**config.mk**
```make
export PLATFORM = sky130hd
export DESIGN_NAME = timer_seq
export DESIGN_NICKNAME = d
export VERILOG_FILES = /design/src/rtl/timer_seq_pkg.sv /design/src/rtl/timer_seq_tick_counter.sv /design/src/rtl/timer_seq.sv
export SDC_FILE = /design/constraint.sdc
export NUM_CORES = 1
export LEC_CHECK = 0
export BUFFER_PORTS_ARGS = -buffer_cell sky130_fd_sc_hd__buf_2
export CORE_UTILIZATION = 45
export DETAILED_ROUTE_END_ITERATION = 8
export PLACE_DENSITY = 0.68
export SETUP_SLACK_MARGIN = 0.02
export SLEW_MARGIN = 10
export SYNTH_ARGS = -nofsm -noshare
export SYNTH_HDL_FRONTEND = slang
export SYNTH_SLANG_ARGS = --single-unit
```
**constraint.sdc**
```tcl
create_clock -name clk -period 4.9 [get_ports clk]
set_input_delay 0.98 -clock clk [delete_from_list [all_inputs] [get_ports clk]]
set_output_delay 0.98 -clock clk [all_outputs]
set_load 0.02 [all_outputs]
```
**src/rtl/timer_seq_pkg.sv**
```systemverilog
`default_nettype none
// ============================================================================
// Module      : timer_seq_pkg
// Description : Shared definitions for the timer_seq block: default counter and
//               repeat-count widths, and the FSM state type with its encodings.
// Revision    : 1.0 - initial release
// ============================================================================
package timer_seq_pkg;

   localparam int DEF_WIDTH = 8;
   localparam int DEF_REP_W = 4;

   // FSM state type; encodings kept as plain constants so legacy code that
   // compares raw state bits keeps working.
   typedef logic [1:0] state_t;

   localparam state_t ST_IDLE  = 2'd0;
   localparam state_t ST_RUN   = 2'd1;
   localparam state_t ST_PAUSE = 2'd2;

endpackage : timer_seq_pkg
`default_nettype wire

```
**src/rtl/timer_seq_tick_counter.sv**
```systemverilog
`default_nettype none
// ============================================================================
// Module      : tick_counter
// Description : Interval counter for timer_seq. Clears on clr, advances by one
//               on inc (clr has priority), otherwise holds. eq flags that the
//               count has reached the latched period.
// Ports       : clk    - clock, rising edge
//               rst_n  - asynchronous active-low reset
//               clr    - synchronous clear request
//               inc    - synchronous increment request
//               limit  - latched period to compare against
//               cnt    - current count
//               eq     - cnt == limit (combinational)
// Revision    : 1.0 - initial release
// ============================================================================
module tick_counter
   import timer_seq_pkg::*;
#(
   parameter int WIDTH = DEF_WIDTH
) (
   input  logic             clk,
   input  logic             rst_n,
   input  logic             clr,
   input  logic             inc,
   input  logic [WIDTH-1:0] limit,
   output logic [WIDTH-1:0] cnt,
   output logic             eq
);

   localparam logic [WIDTH-1:0] C_ONE = {{(WIDTH-1){1'b0}}, 1'b1};

   logic [WIDTH-1:0] cnt_q;
   logic [WIDTH-1:0] cnt_d;

   always_comb begin
      cnt_d = cnt_q;
      if (clr) begin
         cnt_d = '0;
      end else if (inc) begin
         // The controller only increments while cnt_q != limit, so this
         // never wraps.
         cnt_d = cnt_q + C_ONE;
      end
   end

   always_ff @(posedge clk or negedge rst_n) begin
      if (!rst_n) begin
         cnt_q <= '0;
      end else begin
         cnt_q <= cnt_d;
      end
   end

   assign cnt = cnt_q;
   assign eq  = (cnt_q == limit);

endmodule : tick_counter
`default_nettype wire

```
**src/rtl/timer_seq.sv**
```systemverilog
`default_nettype none
// ============================================================================
// Module      : timer_seq
// Description : Repeating interval timer. On an accepted start it latches the
//               period and repeat count, then counts tick_en strobes; every
//               period+1 strobes it pulses tick, and after repeat+1 intervals
//               it also pulses done and returns to idle. stop aborts at any time.
//               Optional build macro TIMER_SEQ_PAUSE_EN adds a pause input and
//               a PAUSE state that freezes the sequence.
// Ports       : clk        - clock, rising edge
//               rst_n      - asynchronous active-low reset
//               start      - begin a sequence (accepted only when ready)
//               stop       - abort the current sequence
//               pause      - freeze the sequence (TIMER_SEQ_PAUSE_EN only)
//               tick_en    - prescaler strobe
//               period     - interval length minus one, in strobes
//               repeat_cnt - number of intervals minus one ("repeat" itself
//                            is a reserved word)
//               ready      - idle, start will be accepted
//               busy       - sequence in progress
//               tick       - registered pulse at each interval end
//               done       - registered pulse at the final interval end
//               cnt        - current counter value
//               rep_left   - intervals remaining after the current one
// Revision    : 1.0 - initial release
// ============================================================================
module timer_seq
   import timer_seq_pkg::*;
#(
   parameter int WIDTH = DEF_WIDTH,
   parameter int REP_W = DEF_REP_W
) (
   input  logic             clk,
   input  logic             rst_n,
   input  logic             start,
   input  logic             stop,
`ifdef TIMER_SEQ_PAUSE_EN
   input  logic             pause,
`endif
   input  logic             tick_en,
   input  logic [WIDTH-1:0] period,
   input  logic [REP_W-1:0] repeat_cnt,
   output logic             ready,
   output logic             busy,
   output logic             tick,
   output logic             done,
   output logic [WIDTH-1:0] cnt,
   output logic [REP_W-1:0] rep_left
);

   localparam logic [REP_W-1:0] C_REP_ONE = {{(REP_W-1){1'b0}}, 1'b1};

   state_t           state_q,    state_d;
   logic [WIDTH-1:0] period_q,   period_d;
   logic [REP_W-1:0] rep_left_q, rep_left_d;
   logic             tick_q,     tick_d;
   logic             done_q,     done_d;

   logic             cnt_clr;
   logic             cnt_inc;
   logic             cnt_eq;
   logic [WIDTH-1:0] cnt_val;

   logic             pause_req;

`ifdef TIMER_SEQ_PAUSE_EN
   assign pause_req = pause;
`else
   assign pause_req = 1'b0;
`endif

   tick_counter #(
      .WIDTH (WIDTH)
   ) u_tick_counter (
      .clk   (clk),
      .rst_n (rst_n),
      .clr   (cnt_clr),
      .inc   (cnt_inc),
      .limit (period_q),
      .cnt   (cnt_val),
      .eq    (cnt_eq)
   );

   always_comb begin
      state_d    = state_q;
      period_d   = period_q;
      rep_left_d = rep_left_q;
      tick_d     = 1'b0;
      done_d     = 1'b0;
      cnt_clr    = 1'b0;
      cnt_inc    = 1'b0;

      case (state_q)
         ST_IDLE: begin
            // stop beats a coincident start.
            if (start && !stop) begin
               period_d   = period;
               rep_left_d = repeat_cnt;
               cnt_clr    = 1'b1;
               state_d    = ST_RUN;
            end
         end

         ST_RUN: begin
            // Priority: stop, then pause, then counting.
            if (stop) begin
               state_d    = ST_IDLE;
               rep_left_d = '0;
               cnt_clr    = 1'b1;
            end else if (pause_req) begin
               state_d = ST_PAUSE;
            end else if (tick_en) begin
               if (cnt_eq) begin
                  cnt_clr = 1'b1;
                  tick_d  = 1'b1;
                  if (rep_left_q != '0) begin
                     rep_left_d = rep_left_q - C_REP_ONE;
                  end else begin
                     done_d  = 1'b1;
                     state_d = ST_IDLE;
                  end
               end else begin
                  cnt_inc = 1'b1;
               end
            end
         end

         ST_PAUSE: begin
            // Counter and rep_left hold; tick_en is ignored here.
            if (stop) begin
               state_d    = ST_IDLE;
               rep_left_d = '0;
               cnt_clr    = 1'b1;
            end else if (!pause_req) begin
               state_d = ST_RUN;
            end
         end

         default: begin
            state_d    = ST_IDLE;
            rep_left_d = '0;
            cnt_clr    = 1'b1;
         end
      endcase
   end

   always_ff @(posedge clk or negedge rst_n) begin
      if (!rst_n) begin
         state_q    <= ST_IDLE;
         period_q   <= '0;
         rep_left_q <= '0;
         tick_q     <= 1'b0;
         done_q     <= 1'b0;
      end else begin
         state_q    <= state_d;
         period_q   <= period_d;
         rep_left_q <= rep_left_d;
         tick_q     <= tick_d;
         done_q     <= done_d;
      end
   end

   assign ready    = (state_q == ST_IDLE);
   assign busy     = (state_q != ST_IDLE);
   assign tick     = tick_q;
   assign done     = done_q;
   assign cnt      = cnt_val;
   assign rep_left = rep_left_q;

endmodule : timer_seq
`default_nettype wire

```
* After elaboration in Yosys (flattened, before gate mapping)
Cells that the tools add are included.
** Storage, ports and cells
- Flip-flop bits (word level) :: 24
- Input bits :: 17
- Logic and storage cells :: 59
- Output and inout port bits :: 16
** Cells by class
- Muxes and demuxes :: 33
- Equality and inequality tests :: 9
- Add/sub/neg operators :: 2
- Reductions and logical operators :: 9
** Operator list (number)
- two-way mux 4 bit :: 6
- two-way mux 1 bit :: 17
- two-way mux 8 bit :: 2
- != test 3 bit (second input constant) :: 4
- case mux 4 bit (3 select lines) :: 1
- two-way mux 2 bit :: 5
- adder 8 x 1 -> 8 bit (second input constant) :: 1
- == test 8 bit :: 1
- case mux 2 bit (3 select lines) :: 1
- AND reduction 5 bit :: 1
- AND reduction 4 bit :: 1
- nonzero test 2 bit :: 2
- nonzero test 4 bit :: 1
- subtractor 4 x 1 -> 4 bit (second input constant) :: 1
- case mux 1 bit (3 select lines) :: 1
- == test 2 x 1 -> 1 bit (second input constant) :: 1
- == test 2 bit (second input constant) :: 1
- logical NOT 2 bit :: 1
- != test 2 x 1 -> 1 bit (second input constant) :: 1
- != test 2 bit (second input constant) :: 1
- AND reduction 2 bit :: 1
- logical AND 1 bit :: 1
- logical NOT 1 bit :: 1

* Longest topological paths before layout
- Word-level depth :: 7
- Gate-level depth with buffers :: 7

* Hierarchy
From an unflattened synthesis, not the netlist that was laid out.
** Unflattened totals
- Cells, all modules :: 114
- Area total of the unflattened synthesis :: 1249.9 um^2
** Modules (own cells, without submodules)
- timer_seq :: area an instance 773.2 um^2, times used 1, seq. area each 375.4 um^2, cells each 65
- tick_counter :: area an instance 476.7 um^2, times used 1, seq. area each 200.2 um^2, cells each 49

* Worst setup path after synthesis
OpenSTA, ideal clock, no wires.
- Path kind :: input to register
- From :: input stop
- To :: register u_tick_counter.cnt_q[7], in the netlist u_tick_counter.cnt[7]
- Cell stages on the path :: 4
- Required time :: 4.827 ns
- Arrival :: 2.051 ns
- Library setup time :: 0.073 ns
- Path slack :: 2.776 ns
- Path buffers :: 0
- Path through :: nand3b_2 > o21bai_4 > or4_4 > a21oi_2
** On the way
- Longest elaborated chain between the ends :: 5
- Elaborated cells on any way between the ends :: 10
- Those cells by class :: 7 x mux; 3 x reduce/logical
** RTL lines
- start: declaration :: RTL line timer_seq.sv:36 : input logic stop,
- logical NOT 1 bit :: RTL line timer_seq.sv:96 : if (start && !stop) begin
- logical AND 1 bit :: RTL line timer_seq.sv:96
- two-way mux 1 bit :: RTL line timer_seq.sv:96
- case mux 1 bit (3 select lines) :: RTL line timer_seq.sv:93 : case (state_q)
- two-way mux 8 bit or nonzero test 2 bit (tied branches)
- end signal: assignment :: RTL line timer_seq_tick_counter.sv:50 : cnt_q <= cnt_d;
- end: declaration :: RTL line timer_seq_tick_counter.sv:32 : logic [WIDTH-1:0] cnt_q;
Parallel ways exist; a longest one is shown, timed or not.
A chain may end at the register's enable or synchronous reset.

* Worst setup path in the final report
- From :: register state_q[0]
- To :: output ready
** On the way
- Longest elaborated chain between the ends :: 1
** RTL lines
- start: declaration :: RTL line timer_seq.sv:53 : state_t state_q, state_d;
- start signal: assignment :: RTL line timer_seq.sv:155 : state_q <= state_d;
- logical NOT 2 bit :: RTL line timer_seq.sv:163 : assign ready = (state_q == ST_IDLE);
- end: declaration :: RTL line timer_seq.sv:43 : output logic ready,
Every way passes these cells.

==> results by group <==
Drt
  – Final ANT Viol Nets: 0
  – Post-detailed-route via-to-cell ratio: 5.62
  – Total Routed Length: between 2 and 3 mm
  – DRT Pass-1 Iters: 4
  – Wire length on met2: about 1.2 mm
  – Initial DRC count: 55
  – Met3 wire length: about 110 microns
  – WL met1: 1.23 mm
  – Top sig layer: met4
  – WL per Instance: around 14 microns
  – Vias post-DR: between 1,000 and 1,500
  – DRC Markers: 0

Synthesis
  – Cell area after synthesis: around 1300 sq um
  – Post-synth top area share: around 44%
  – Cell taking the most area after synthesis: dfrtp_1
  – Post-synth top flop: dfrtp_1
  – Compound-Gate Fraction of Synth Area: between 10% and 20%
  – Combinational family with the most area after synthesis: simple AND/OR/NAND/NOR gates
  – Post-Synth Simple-Gate Area: 19.3%
  – Synth async-reset ratio: 100%
  – Adder-cell share of the synthesized area: approximately 2.8%
  – Net Count, Synth: ~140
  – Distinct cell type count after synthesis: 41
  – Seq/Total Area, Yosys: 43.6%
  – XOR/XNOR Fraction of Synth Area: approximately a tenth
  – Multiplexer share of the synthesized area: around 8.3%
  – Yosys reg bits: 23
  – Synth area leaders: dfrtp_1 44%, mux2_2 6.8%, xnor2_1 4.6%
  – Post-synthesis cell count: about 120
  – Ys Warns: 0
  – Syn Area/Cell: approximately 11 sq um
  – EDFF count, synth: 0

Timing
  – Slew HR: approximately two thirds
  – Slew @ Worst Pin: around 0.5 ns
  – Final period util: 45.8%
  – RSZ-0062 raised after global routing: no
  – Final setup viols: 0
  – Sum of negative setup slack: 0 ns
  – Final Hold Vio Count: 0
  – Tmin final: 2.24 ns
  – Slew Viols, Final: 0
  – Clock skew: 0.00445 ns
  – Peak Freq: between 0.4 and 0.5 GHz

Worst setup path
  – Critical path data arrival time: 1.26 ns
  – Crit end category: primary output
  – Buf/Inv on CP: 2
  – CP startpoint kind: flip-flop
  – Crit-path max FO: 14
  – Crit path max-delay family: flip-flops
  – Setup CP Type: flip-flop to primary output
  – CP max stage delay: approximately 0.64 ns
  – Worst path cell trace: inv_2 -> buf_2
  – Data required, critical path: just under 4 ns
  – CP max stage cell: dfrtp_1

Finish
  – Layout cells sized above 1: 33.5%
  – Most frequent cells in the layout: 32 x buf_2, 23 x dfrtp_1, 13 x nor2_1
  – Finished Cell Area: 1520 sq um
  – Layout Cells excl Fill: 186
  – # diodes: 0
  – Fill count: between 200 and 300
  – Post-layout net count: approximately 180
  – Area Growth Syn to Fin: 15.1%
  – Fin util: between 50% and 60%
  – Commonest non-fill, non-tap cell in the layout: buf_2

Global routing
  – Largest net degree at the start of global routing: 24
  – Vias in the first global route: ~1,000
  – Gr usage total: between 10% and 20%
  – Overflow after GRT: 0
  – First-pass GRT wire length: around 4.5 mm
  – Initial antenna violation count: 0

Power and ir drop
  – Power density over the cells: 293 nW/um^2
  – P_leak: ~0.73 nW
  – Total power: roughly 450 uW
  – Worst IR Drop VDD: around 0.17 mV

Die
  – Row count: 19
  – Core ar.: 2760 sq um
  – Die Ht: 56.2 microns
  – Full die area: between 3000 and 4000 sq um
  – Initial Utilization: a little under half
  – IO Pins: 33
  – Die width: approximately 56 microns

Placement
  – I/O Buffers: 32
  – Dpl hpwl: 1.93 mm
  – Placed cells: approximately 180
  – Routability Congestion: approximately 0.86
  – Placed instance area: 1490 sq um

Clock network
  – H-tree depth: 1
  – Root buf cell: clkbuf_4
  – Setup repair bufs after CTS: 0
  – Cts hold-fix bufs: 0
  – CTS Sinks: 23
  – Longest Clk Path Bufs: 2
  – Post-cts sizing count: 0
  – Clock-pin slew on the worst setup and hold paths: 0.13 ns
  – Num CTS Buffers: 3
  – Clk Latency, worst-skew pair: 0.32 ns
  – CTS tree: yes

Outcome
  – Outcome: complete, no violations

Worst hold path
  – Min-Delay Path Class: flip-flop to flip-flop

Run
  – Max-cap violations: 0
cell type report:
| type | instances | area, sq um | area share, % |
|---|---|---|---|
| sequential | 23 | 576 | 37.9 |
| multi-input combinational | 87 | 684 | 45.1 |
| inverter | 9 | 33.8 | 2.22 |
| tap | 31 | 38.8 | 2.55 |
| clock buffer | 4 | 26.3 | 1.73 |
| timing repair buffer | 32 | 160 | 10.5 |
report_power, final:
part / total (mW) / switching (mW) / internal, mW
Combinational: 0.120 / 0.0672 / 0.0524
Sequential: 0.233 / 0.0218 / 0.211
Clock: 0.0927 / 0.0608 / 0.0319
registers in the layout, summed over array words and instances, names as in the netlist:
name,flops
tick,1
rep_left,4
u_tick_counter.cnt,8
state_q,1
period_q,8
done,1
final timing paths:
check	start	to	slack, ns	cells after the start
worst min-delay path	period_q[7]$_DFFE_PN0P_	period_q[7]$_DFFE_PN0P_	0.54	1
worst max-delay path	state_q[0]$_DFFE_PN0P_	ready	2.66	2
max in group asynchronous	rst_n	u_tick_counter.cnt[6]$_DFFE_PN0P_	3.96	1
min in group asynchronous	rst_n	u_tick_counter.cnt[2]$_DFFE_PN0P_	0.60	1
worst min register to register	period_q[7]$_DFFE_PN0P_	period_q[7]$_DFFE_PN0P_	0.54	1
worst max register to register	u_tick_counter.cnt[1]$_DFFE_PN0P_	u_tick_counter.cnt[0]$_DFFE_PN0P_	2.98	5
cells in the mapped netlist, drive strengths merged (4+ instances only):
master	n
o21ai	4
a21oi	5
nor2	13
nand3	5
xor2	6
dfrtp	23
mux2	8
nand4	5
xnor2	8
inv	9
nor3	4
per-stage QoR:
| stage | hold WS, ns | setup WS [ns] |
|---|---|---|
| after floorplan | 0.502 | 2.78 |
| after global placement | 0.512 | 2.58 |
| after detailed placement | 0.519 | 2.55 |
| after CTS | 0.549 | 2.66 |
| after global routing | 0.563 | 2.57 |
| final | 0.543 | 2.66 |
cells by family after synthesis:
| group | after synthesis |
|---|---|
| AOI/OAI and AO/OA | 20 |
| xor gates and xnor gates | 14 |
| adders and majority gates | 3 |
| buffers and inverters | 13 |
| DFF | 23 |
| muxes | 10 |
| and+or+nand+nor | 40 |
routing by layer:
metal	vias to the layer above	track usage (%)
met1	512	25.5
met2	29	28.2
met5	-	0
li1	502	-
met4	0	7.67
met3	3	2.79
No activity file was read; power rests on OpenSTA's default activity.
